[config.mk]
export PLATFORM = sky130hd
export DESIGN_NAME = adc_delay_calib
export DESIGN_NICKNAME = d
export VERILOG_FILES = /design/src/rtl/adc_delay_calib.sv
export SDC_FILE = /design/constraint.sdc
export NUM_CORES = 1
export LEC_CHECK = 0
export CELL_PAD_IN_SITES_DETAIL_PLACEMENT = 0
export CELL_PAD_IN_SITES_GLOBAL_PLACEMENT = 2
export CORE_UTILIZATION = 30
export CTS_CLUSTER_DIAMETER = 50
export DETAILED_ROUTE_END_ITERATION = 7
export PLACE_DENSITY = 0.78
export SLEW_MARGIN = 0
export SYNTH_ARGS = -nofsm -noshare
export SYNTH_HDL_FRONTEND = slang
export SYNTH_SLANG_ARGS = --single-unit
[constraint.sdc]
create_clock -name s_axi_aclk -period 2.8 [get_ports s_axi_aclk]
set_input_delay 0.84 -clock s_axi_aclk [delete_from_list [all_inputs] [get_ports s_axi_aclk]]
set_output_delay 0.84 -clock s_axi_aclk [all_outputs]
set_load 0.005 [all_outputs]
[src/rtl/adc_delay_calib.sv]
// ADC IDELAY calibration: sweeps every tap, checks a checkerboard pattern,
// then loads the centre of the widest passing window.
module adc_delay_calib #(
  parameter int                  DATA_WIDTH     = 14,
  parameter int                  TAP_BITS       = 5,
  parameter logic [DATA_WIDTH-1:0] PAT0         = 14'h2AAA,
  parameter logic [DATA_WIDTH-1:0] PAT1         = 14'h1555,
  parameter int                  SETTLE_CYCLES  = 16,
  parameter int                  SAMPLE_COUNT   = 256,
  parameter int                  TIMEOUT_CYCLES = 4096
) (
  input  logic                  s_axi_aclk,
  input  logic                  s_axi_aresetn,
  input  logic                  cal_start,
  input  logic                  adc_valid,
  input  logic [DATA_WIDTH-1:0] adc_data_a,
  input  logic [DATA_WIDTH-1:0] adc_data_b,
  output logic                  dly_ld,
  output logic [TAP_BITS-1:0]   dly_tap,
  output logic                  cal_busy,
  output logic                  cal_done,
  output logic                  cal_fail,
  output logic [TAP_BITS-1:0]   best_tap,
  output logic [TAP_BITS:0]     window_len
);

  localparam int SW = $clog2(SETTLE_CYCLES + 1);
  localparam int CW = $clog2(SAMPLE_COUNT + 1);
  localparam int TW = $clog2(TIMEOUT_CYCLES + 1);
  localparam logic [TAP_BITS-1:0] LAST = '1;

  typedef enum logic [2:0] {
    IDLE, LOAD, SETTLE, CHECK, EVAL, APPLY
  } state_t;

  state_t                state_q, state_d;
  logic [TAP_BITS-1:0]   tap_q, tap_d;
  logic [SW-1:0]         settle_q, settle_d;
  logic [CW-1:0]         samp_q, samp_d;
  logic [TW-1:0]         cyc_q, cyc_d;
  logic                  err_q, err_d;
  logic                  first_q, first_d;
  logic [DATA_WIDTH-1:0] prev_a_q, prev_a_d;
  logic [DATA_WIDTH-1:0] prev_b_q, prev_b_d;
  logic [TAP_BITS-1:0]   run_start_q, run_start_d;
  logic [TAP_BITS:0]     run_len_q, run_len_d;
  logic [TAP_BITS-1:0]   best_start_q, best_start_d;
  logic [TAP_BITS:0]     best_len_q, best_len_d;
  logic                  ld_q, ld_d;
  logic [TAP_BITS-1:0]   dtap_q, dtap_d;
  logic                  busy_q, busy_d;
  logic                  done_q, done_d;
  logic                  fail_q, fail_d;
  logic [TAP_BITS-1:0]   btap_q, btap_d;
  logic [TAP_BITS:0]     wlen_q, wlen_d;

  logic                  bad_a, bad_b;
  logic [TAP_BITS:0]     ev_len;
  logic [TAP_BITS-1:0]   ev_start;
  logic [TAP_BITS-1:0]   centre;

  // Sample qualification and window arithmetic
  always_comb begin
    bad_a = (adc_data_a != PAT0) && (adc_data_a != PAT1);
    bad_b = (adc_data_b != PAT0) && (adc_data_b != PAT1);
    if (!first_q) begin
      bad_a = bad_a || (adc_data_a == prev_a_q);
      bad_b = bad_b || (adc_data_b == prev_b_q);
    end
    ev_len   = err_q ? '0 : run_len_q + 1'b1;
    ev_start = (!err_q && run_len_q == '0) ? tap_q : run_start_q;
    centre   = best_start_q +
               TAP_BITS'((best_len_q - 1'b1) >> 1);
  end

  // Next-state and registered-output logic
  always_comb begin
    state_d      = state_q;
    tap_d        = tap_q;
    settle_d     = settle_q;
    samp_d       = samp_q;
    cyc_d        = cyc_q;
    err_d        = err_q;
    first_d      = first_q;
    prev_a_d     = prev_a_q;
    prev_b_d     = prev_b_q;
    run_start_d  = run_start_q;
    run_len_d    = run_len_q;
    best_start_d = best_start_q;
    best_len_d   = best_len_q;
    ld_d         = 1'b0;
    dtap_d       = dtap_q;
    busy_d       = busy_q;
    done_d       = done_q;
    fail_d       = fail_q;
    btap_d       = btap_q;
    wlen_d       = wlen_q;
    unique case (state_q)
      IDLE: begin
        if (cal_start) begin
          done_d       = 1'b0;
          fail_d       = 1'b0;
          busy_d       = 1'b1;
          tap_d        = '0;
          run_start_d  = '0;
          run_len_d    = '0;
          best_start_d = '0;
          best_len_d   = '0;
          ld_d         = 1'b1;
          dtap_d       = '0;
          state_d      = LOAD;
        end
      end
      LOAD: begin
        settle_d = '0;
        state_d  = SETTLE;
      end
      SETTLE: begin
        if (settle_q == SW'(SETTLE_CYCLES - 1)) begin
          samp_d  = '0;
          cyc_d   = '0;
          err_d   = 1'b0;
          first_d = 1'b1;
          state_d = CHECK;
        end else begin
          settle_d = settle_q + 1'b1;
        end
      end
      CHECK: begin
        cyc_d = cyc_q + 1'b1;
        if (adc_valid) begin
          if (bad_a || bad_b) err_d = 1'b1;
          prev_a_d = adc_data_a;
          prev_b_d = adc_data_b;
          first_d  = 1'b0;
          samp_d   = samp_q + 1'b1;
        end
        if (adc_valid && samp_q == CW'(SAMPLE_COUNT - 1)) begin
          state_d = EVAL;
        end else if (cyc_q == TW'(TIMEOUT_CYCLES - 1)) begin
          err_d   = 1'b1;
          state_d = EVAL;
        end
      end
      EVAL: begin
        run_len_d   = ev_len;
        run_start_d = ev_start;
        if (ev_len > best_len_q) begin
          best_len_d   = ev_len;
          best_start_d = ev_start;
        end
        if (tap_q == LAST) begin
          state_d = APPLY;
        end else begin
          tap_d   = tap_q + 1'b1;
          ld_d    = 1'b1;
          dtap_d  = tap_q + 1'b1;
          state_d = LOAD;
        end
      end
      APPLY: begin
        ld_d    = 1'b1;
        busy_d  = 1'b0;
        state_d = IDLE;
        if (best_len_q != '0) begin
          btap_d = centre;
          dtap_d = centre;
          wlen_d = best_len_q;
          done_d = 1'b1;
        end else begin
          btap_d = '0;
          dtap_d = '0;
          wlen_d = '0;
          fail_d = 1'b1;
        end
      end
      default: state_d = IDLE;
    endcase
  end

  // State and output registers
  always_ff @(posedge s_axi_aclk or negedge s_axi_aresetn) begin
    if (!s_axi_aresetn) begin
      state_q      <= IDLE;
      tap_q        <= '0;
      settle_q     <= '0;
      samp_q       <= '0;
      cyc_q        <= '0;
      err_q        <= 1'b0;
      first_q      <= 1'b0;
      prev_a_q     <= '0;
      prev_b_q     <= '0;
      run_start_q  <= '0;
      run_len_q    <= '0;
      best_start_q <= '0;
      best_len_q   <= '0;
      ld_q         <= 1'b0;
      dtap_q       <= '0;
      busy_q       <= 1'b0;
      done_q       <= 1'b0;
      fail_q       <= 1'b0;
      btap_q       <= '0;
      wlen_q       <= '0;
    end else begin
      state_q      <= state_d;
      tap_q        <= tap_d;
      settle_q     <= settle_d;
      samp_q       <= samp_d;
      cyc_q        <= cyc_d;
      err_q        <= err_d;
      first_q      <= first_d;
      prev_a_q     <= prev_a_d;
      prev_b_q     <= prev_b_d;
      run_start_q  <= run_start_d;
      run_len_q    <= run_len_d;
      best_start_q <= best_start_d;
      best_len_q   <= best_len_d;
      ld_q         <= ld_d;
      dtap_q       <= dtap_d;
      busy_q       <= busy_d;
      done_q       <= done_d;
      fail_q       <= fail_d;
      btap_q       <= btap_d;
      wlen_q       <= wlen_d;
    end
  end

  assign dly_ld     = ld_q;
  assign dly_tap    = dtap_q;
  assign cal_busy   = busy_q;
  assign cal_done   = done_q;
  assign cal_fail   = fail_q;
  assign best_tap   = btap_q;
  assign window_len = wlen_q;

endmodule

---- Word-level counts from Yosys, hierarchy flattened ----
Cells that the tools add are included.
storage, ports and cells
  register bits ........................... 107
  input bits .............................. 32
  output and inout bits ................... 20
  word-level logic and storage cells ...... 129
cells by class
  eq/ne operators ......................... 24
  multiplexer cells ....................... 49
  reductions and logical operators ........ 28
  add/subtract/negate cells ............... 7
  magnitude comparators ................... 1
operators with widths
  kind                                              count
  case mux 5 bit (2 select lines)                   4
  2-to-1 mux 5 bit                                  6
  == test 14 bit                                    2
  != test 14 x 13 -> 1 bit (second input constant)  2
  != test 14 bit (second input constant)            2
  case mux 13 bit (2 select lines)                  1
  2-to-1 mux 6 bit                                  4
  case mux 6 bit (2 select lines)                   2
  AND reduction 3 bit                               7
  2-to-1 mux 9 bit                                  2
  case mux 9 bit (2 select lines)                   1
  != test 2 bit (second input constant)             8
  2-to-1 mux 1 bit                                  15
  2-to-1 mux 3 bit                                  5
  case mux 3 bit (5 select lines)                   1
  case mux 5 bit (3 select lines)                   1
  adder 13 x 1 -> 13 bit (second input constant)    1
  == test 13 x 12 -> 1 bit (second input constant)  1
  2-to-1 mux 13 bit                                 1
  adder 5 x 1 -> 5 bit (second input constant)      2
  case mux 1 bit (2 select lines)                   5
  AND reduction 2 bit                               5
  adder 9 x 1 -> 9 bit (second input constant)      1
  == test 9 x 8 -> 1 bit (second input constant)    1
  other kinds (19)                                  29

---- Depth between registers and ports, before layout ----
  depth after elaboration ................. 10
  mapped depth ............................ 11

---- Least setup slack after synthesis ----
No wires, ideal clock.
  path type ............................... reg2reg
  from .................................... reg run_len_q[0]
  to ...................................... reg best_len_q[0]
  arrival time ............................ 2.319 ns
  setup slack ............................. 0.357 ns
  setup time .............................. 0.125 ns
  required time ........................... 2.675 ns
  cell stages (with the launch flop) ...... 11
  cells stage by stage .................... dfrtp_1 ha_1 nand3_1 xor2_1 nor2_1 ha_1 a21o_1 a211oi_1 o21a_1 buf_2 mux2_2
between the ends
  cells in the longest elaborated chain, start to end .. 5
ends and longest elaborated chain
  item                           line  text
  start: declaration             46    logic [TAP_BITS:0] run_len_q, run_len_d;
  start signal: assignment       215   run_len_q <= run_len_d;
  adder 6 x 1 -> 6 bit (*)       70    ev_len = err_q ? '0 : run_len_q + 1'b1;
  2-to-1 mux 6 bit (*)           70
  greater-than comparator 6 bit  148   if (ev_len > best_len_q) begin
  != test 2 bit (no line)        n/a
  AND reduction 3 bit (no line)  n/a
  end signal: assignment         217   best_len_q <= best_len_d;
  end: declaration               48    logic [TAP_BITS:0] best_len_q, best_len_d;
Every way passes the cells marked *; elsewhere a longest branch is shown, timed or not. The select of a mux whose other input is x is not followed.
A chain may end at the register's enable or synchronous reset.

---- Worst setup path in the final report ----
  from .................................... reg run_len_q[0]
  to ...................................... reg best_start_q[4]
between the ends
  cells in the longest elaborated chain, start to end .. 5
ends and longest elaborated chain
  item                                                                              line     text
  adder 6 x 1 -> 6 bit or logical NOT 6 bit (tied branches)                         70, 71
  2-to-1 mux 6 bit or logical AND 1 bit (tied branches)                             70, 71
  greater-than comparator 6 bit or 2-to-1 mux 5 bit (tied branches)                 148, 71
  != test 2 bit (no line) or 2-to-1 mux 5 bit (tied branches)                       n/a
  AND reduction 3 bit (no line) or case mux 5 bit (2 select lines) (tied branches)  n/a
  end signal: assignment                                                            216      best_start_q <= best_start_d;
  end: declaration                                                                  47       logic [TAP_BITS-1:0] best_start_q, best_start_d;
Several ways; a longest one is shown, not always the timed one. The select of a mux whose other input is x is not followed.

==> flow_summary.yaml <==
global_route:
  grt_use_met2_pct: 24.3
  overflow: 0
  grt_use_met3_pct: 3.72
  grt_pass1_wl_um: 22200
  grt_util_all_layers_pct: 14.3
  grt_pass1_vias: 4412
  gr-max-usage-layer: "met2"
  antenna_found_initial: 0
  grt_use_met1_pct: 18.1
  grt_max_degree: 41
yosys:
  synth.area.top_cells: "dfrtp_1 (47%), nand2_1 (9.6%), xor2_1 (5.7%)"
  yosysMostFrequentCell: "nand2_1"
  avgSynthCellArea_sq_um: 9.37
  synth_area_leader_cell: "dfrtp_1"
  synth-seq-cells: 107
  yosysTopAreaCellShare_pct: 47.2
  synth_warnings: 0
  netlist-cell-type-count: 56
  synth_nets: 660
  yosysSeqAreaShare_pct: 47.2
  netlist_area_sq_mm: 0.00567
  ys.flop_type: "dfrtp_1"
  async_flop_share_pct: 100
  synth_edf_count: 0
  postSynthCellCount: 605
  synth_common_cells: "nand2_1 (145), dfrtp_1 (107), o21ai_0 (41)"
final_layout:
  fin_nets: 720
  drive_gt1_share_pct: 8.06
  regArea_sq_mm: 0.00268
  finish.utilization_pct: 37.6
  area_growth_pct: 21.1
  n_antenna_cell: 0
  fill_cells: 1817
  multi_input_area_sq_mm: 0.00283
  fin_cells: 899
min_path:
  worst_hold_path_type: "reg -> reg"
clocking:
  cts_buffers: 9
  cts.htree.levels: 3
  cts_num_sinks: 107
  cts_root_buf: "clkbuf_16"
  clkLatencyLatePin_ps: 360
  clk_pin_slew_ps: 80
  cts_hold_buf: 0
  postCtsSetupRepairBufs: 0
  ctsResizeCount: 0
  cts_tree: "built"
  cts_buffer_depth: 2
critical_path:
  max_stage_delay_ps: 420
  worstPathCellList: "ha_1, xnor2_1, nor2_1, ha_1, a21oi_1, a21oi_1, a211oi_1, o21a_1, buf_12, mux2_2"
  cp-end-kind: "flip-flop"
  crit_type: "reg -> reg"
  arrival_ps: 2760
  path_buf_inv: 1
  slowest_stage: "dfrtp_1"
  cp_max_fo: 11
  startpoint_type: "flip-flop"
  cp_top_family: "compound AO/OA/AOI/OAI gates"
  crit_required_ps: 3050
drt:
  drt_first_iter_violations: 206
  ant_nets: 0
  totalWireLength_um: 12900
  drc_errors: 0
  drtPass1Iterations: 4
  avgViaCountPerCell: 4.90
  wl_per_cell_um: 14.4
  num_vias: 4404
sta:
  setup_ws_ps: 289
  max_slew.worst_pin.slew_ps: 580
  rsz0062_at_grt: "false"
  maxSlewHeadroom_pct: 61.3
  finalHoldViolations: 0
  min_period_ps: 2510
  tns_ps: 0
  finalSetupViolCount: 0
  fin_skew_ps: 9.36
  period_share_pct: 89.7
  slew_violations: 0
  timing.fmax_ghz: 0.398
power:
  cellPowerDensity_mw_per_mm2: 485
  p_int_w: 0.00253
  p_sw_w: 0.000804
  p_leak_nw: 3.18
  power.clock.fraction_pct: 41.3
  power.share.sequential_pct: 50.4
  netSwitchingFraction_pct: 24.1
  fin_total_pwr_w: 0.00333
  irDropWorstVdd_uv: 305
  comb_power_share_pct: 8.3
floorplanning:
  ios: 52
  die_w_um: 139
  die_area_sq_mm: 0.0195
  core_sq_mm: 0.0183
  start_util_pct: 31.0
  rows: 49
  die_h_um: 139
status:
  run_status: "completed"
job:
  maxCapViolCount: 0
placement:
  dp.cells: 883
  gp_congestion: 0.790
  dp_hpwl_um: 9620
  dpl_worst_slack_ps: 82.2
  io_buffers: 51
[through the flow]
step / hold WS, ps / area (sq um)
detailed placement: 465 / 6550
global placement: 463 / 6550
CTS: 484 / 6860
finish: 474 / 6860
global route: 510 / 6860
floorplan: 445 / 5670
[worst min-delay path: stages (launching register included)]
cell,delay [ps]
dfrtp_1,340
nand2_1,50
nand2_1,50
[state kept, by name (all words and copies together) (netlist names)]
name and flops:
dly_ld 1, best_len_q 6, state_q 3, first_q 1
prev_b_q 14, samp_q 9, run_start_q 5, dly_tap 5
cal_done 1, cyc_q 13, settle_q 5, best_tap 5
tap_q 5, cal_fail 1, window_len 6, run_len_q 6
prev_a_q 14, err_q 1, best_start_q 5, cal_busy 1
[per-layer routing]
metal | up-vias | wire length (um)
met4 | 0 | 109
met5 | - | 0
met2 | 55 | 6300
met1 | 2138 | 6130
met3 | 10 | 383
li1 | 2201 | -
[power by group through the flow]
stage / Sequential [W] / Combinational (W) / Clock (W)
after floorplan: 0.00170 / 0.000141 / 0
after global placement: 0.00171 / 0.000277 / 0
after detailed placement: 0.00171 / 0.000282 / 0
after CTS: 0.00168 / 0.000282 / 0.00142
after global routing: 0.00169 / 0.000317 / 0.00149
final: 0.00168 / 0.000276 / 0.00138
[area by class of cell]
class	count	area share, %
Sequential cell	107	39.0
Clock inverter	6	1.31
Timing Repair Buffer	69	9.92
Inverter	20	1.09
Tap cell	229	4.17
Multi-Input combinational cell	458	41.2
Clock buffer	10	3.34
[cell usage in the layout, fill, tap and decap left out, types with 3 or more instances in the layout]
cell and count:
nand2_1 145, dfrtp_1 107, clkdlybuf4s50_1 50, o21ai_0 41, xor2_1 37, nor2_1 37, ha_1 22, inv_1 20
nand3_1 18, a21oi_1 16, buf_4 16, mux2_2 11, mux2i_1 9, clkbuf_16 9, xnor2_1 8, nor3_1 8
a21o_1 8, nor4bb_1 8, and3_1 7, nor4_1 7, nand4_1 6, o31ai_1 5, a22o_1 5, a211oi_1 4
a22oi_1 4, nor4b_1 4, or3_1 4, clkinvlp_4 4, nor2b_1 3, and2_1 3, nand3b_1 3, o21a_1 3
nand2b_1 3, buf_12 3
[final timing paths]
kind                                     startpoint                          end  slack [ps]  cells past startpoint
min                         best_tap[4]$_DFFE_PN0P_      best_tap[4]$_DFFE_PN0P_         470                      2
max reg2reg                run_len_q[0]$_DFFE_PN0P_  best_start_q[4]$_DFFE_PN0P_         290                     10
max                        run_len_q[0]$_DFFE_PN0P_  best_start_q[4]$_DFFE_PN0P_         290                     10
max in group asynchronous             s_axi_aresetn     run_len_q[3]$_DFFE_PN0P_        1690                      2
min in group asynchronous             s_axi_aresetn      settle_q[4]$_DFFE_PN0P_         490                      1
min reg2reg                 best_tap[4]$_DFFE_PN0P_      best_tap[4]$_DFFE_PN0P_         470                      2
[cell families after synthesis]
kind of cell / share of synthesized area (%)
simple gates: 22.9
flops: 47.2
xor+xnor: 6.95
fa+ha+maj: 5.21
mux: 3.97
compound gates: 10.8
buf+inv: 2.94
(Power assumes the default switching activity.)
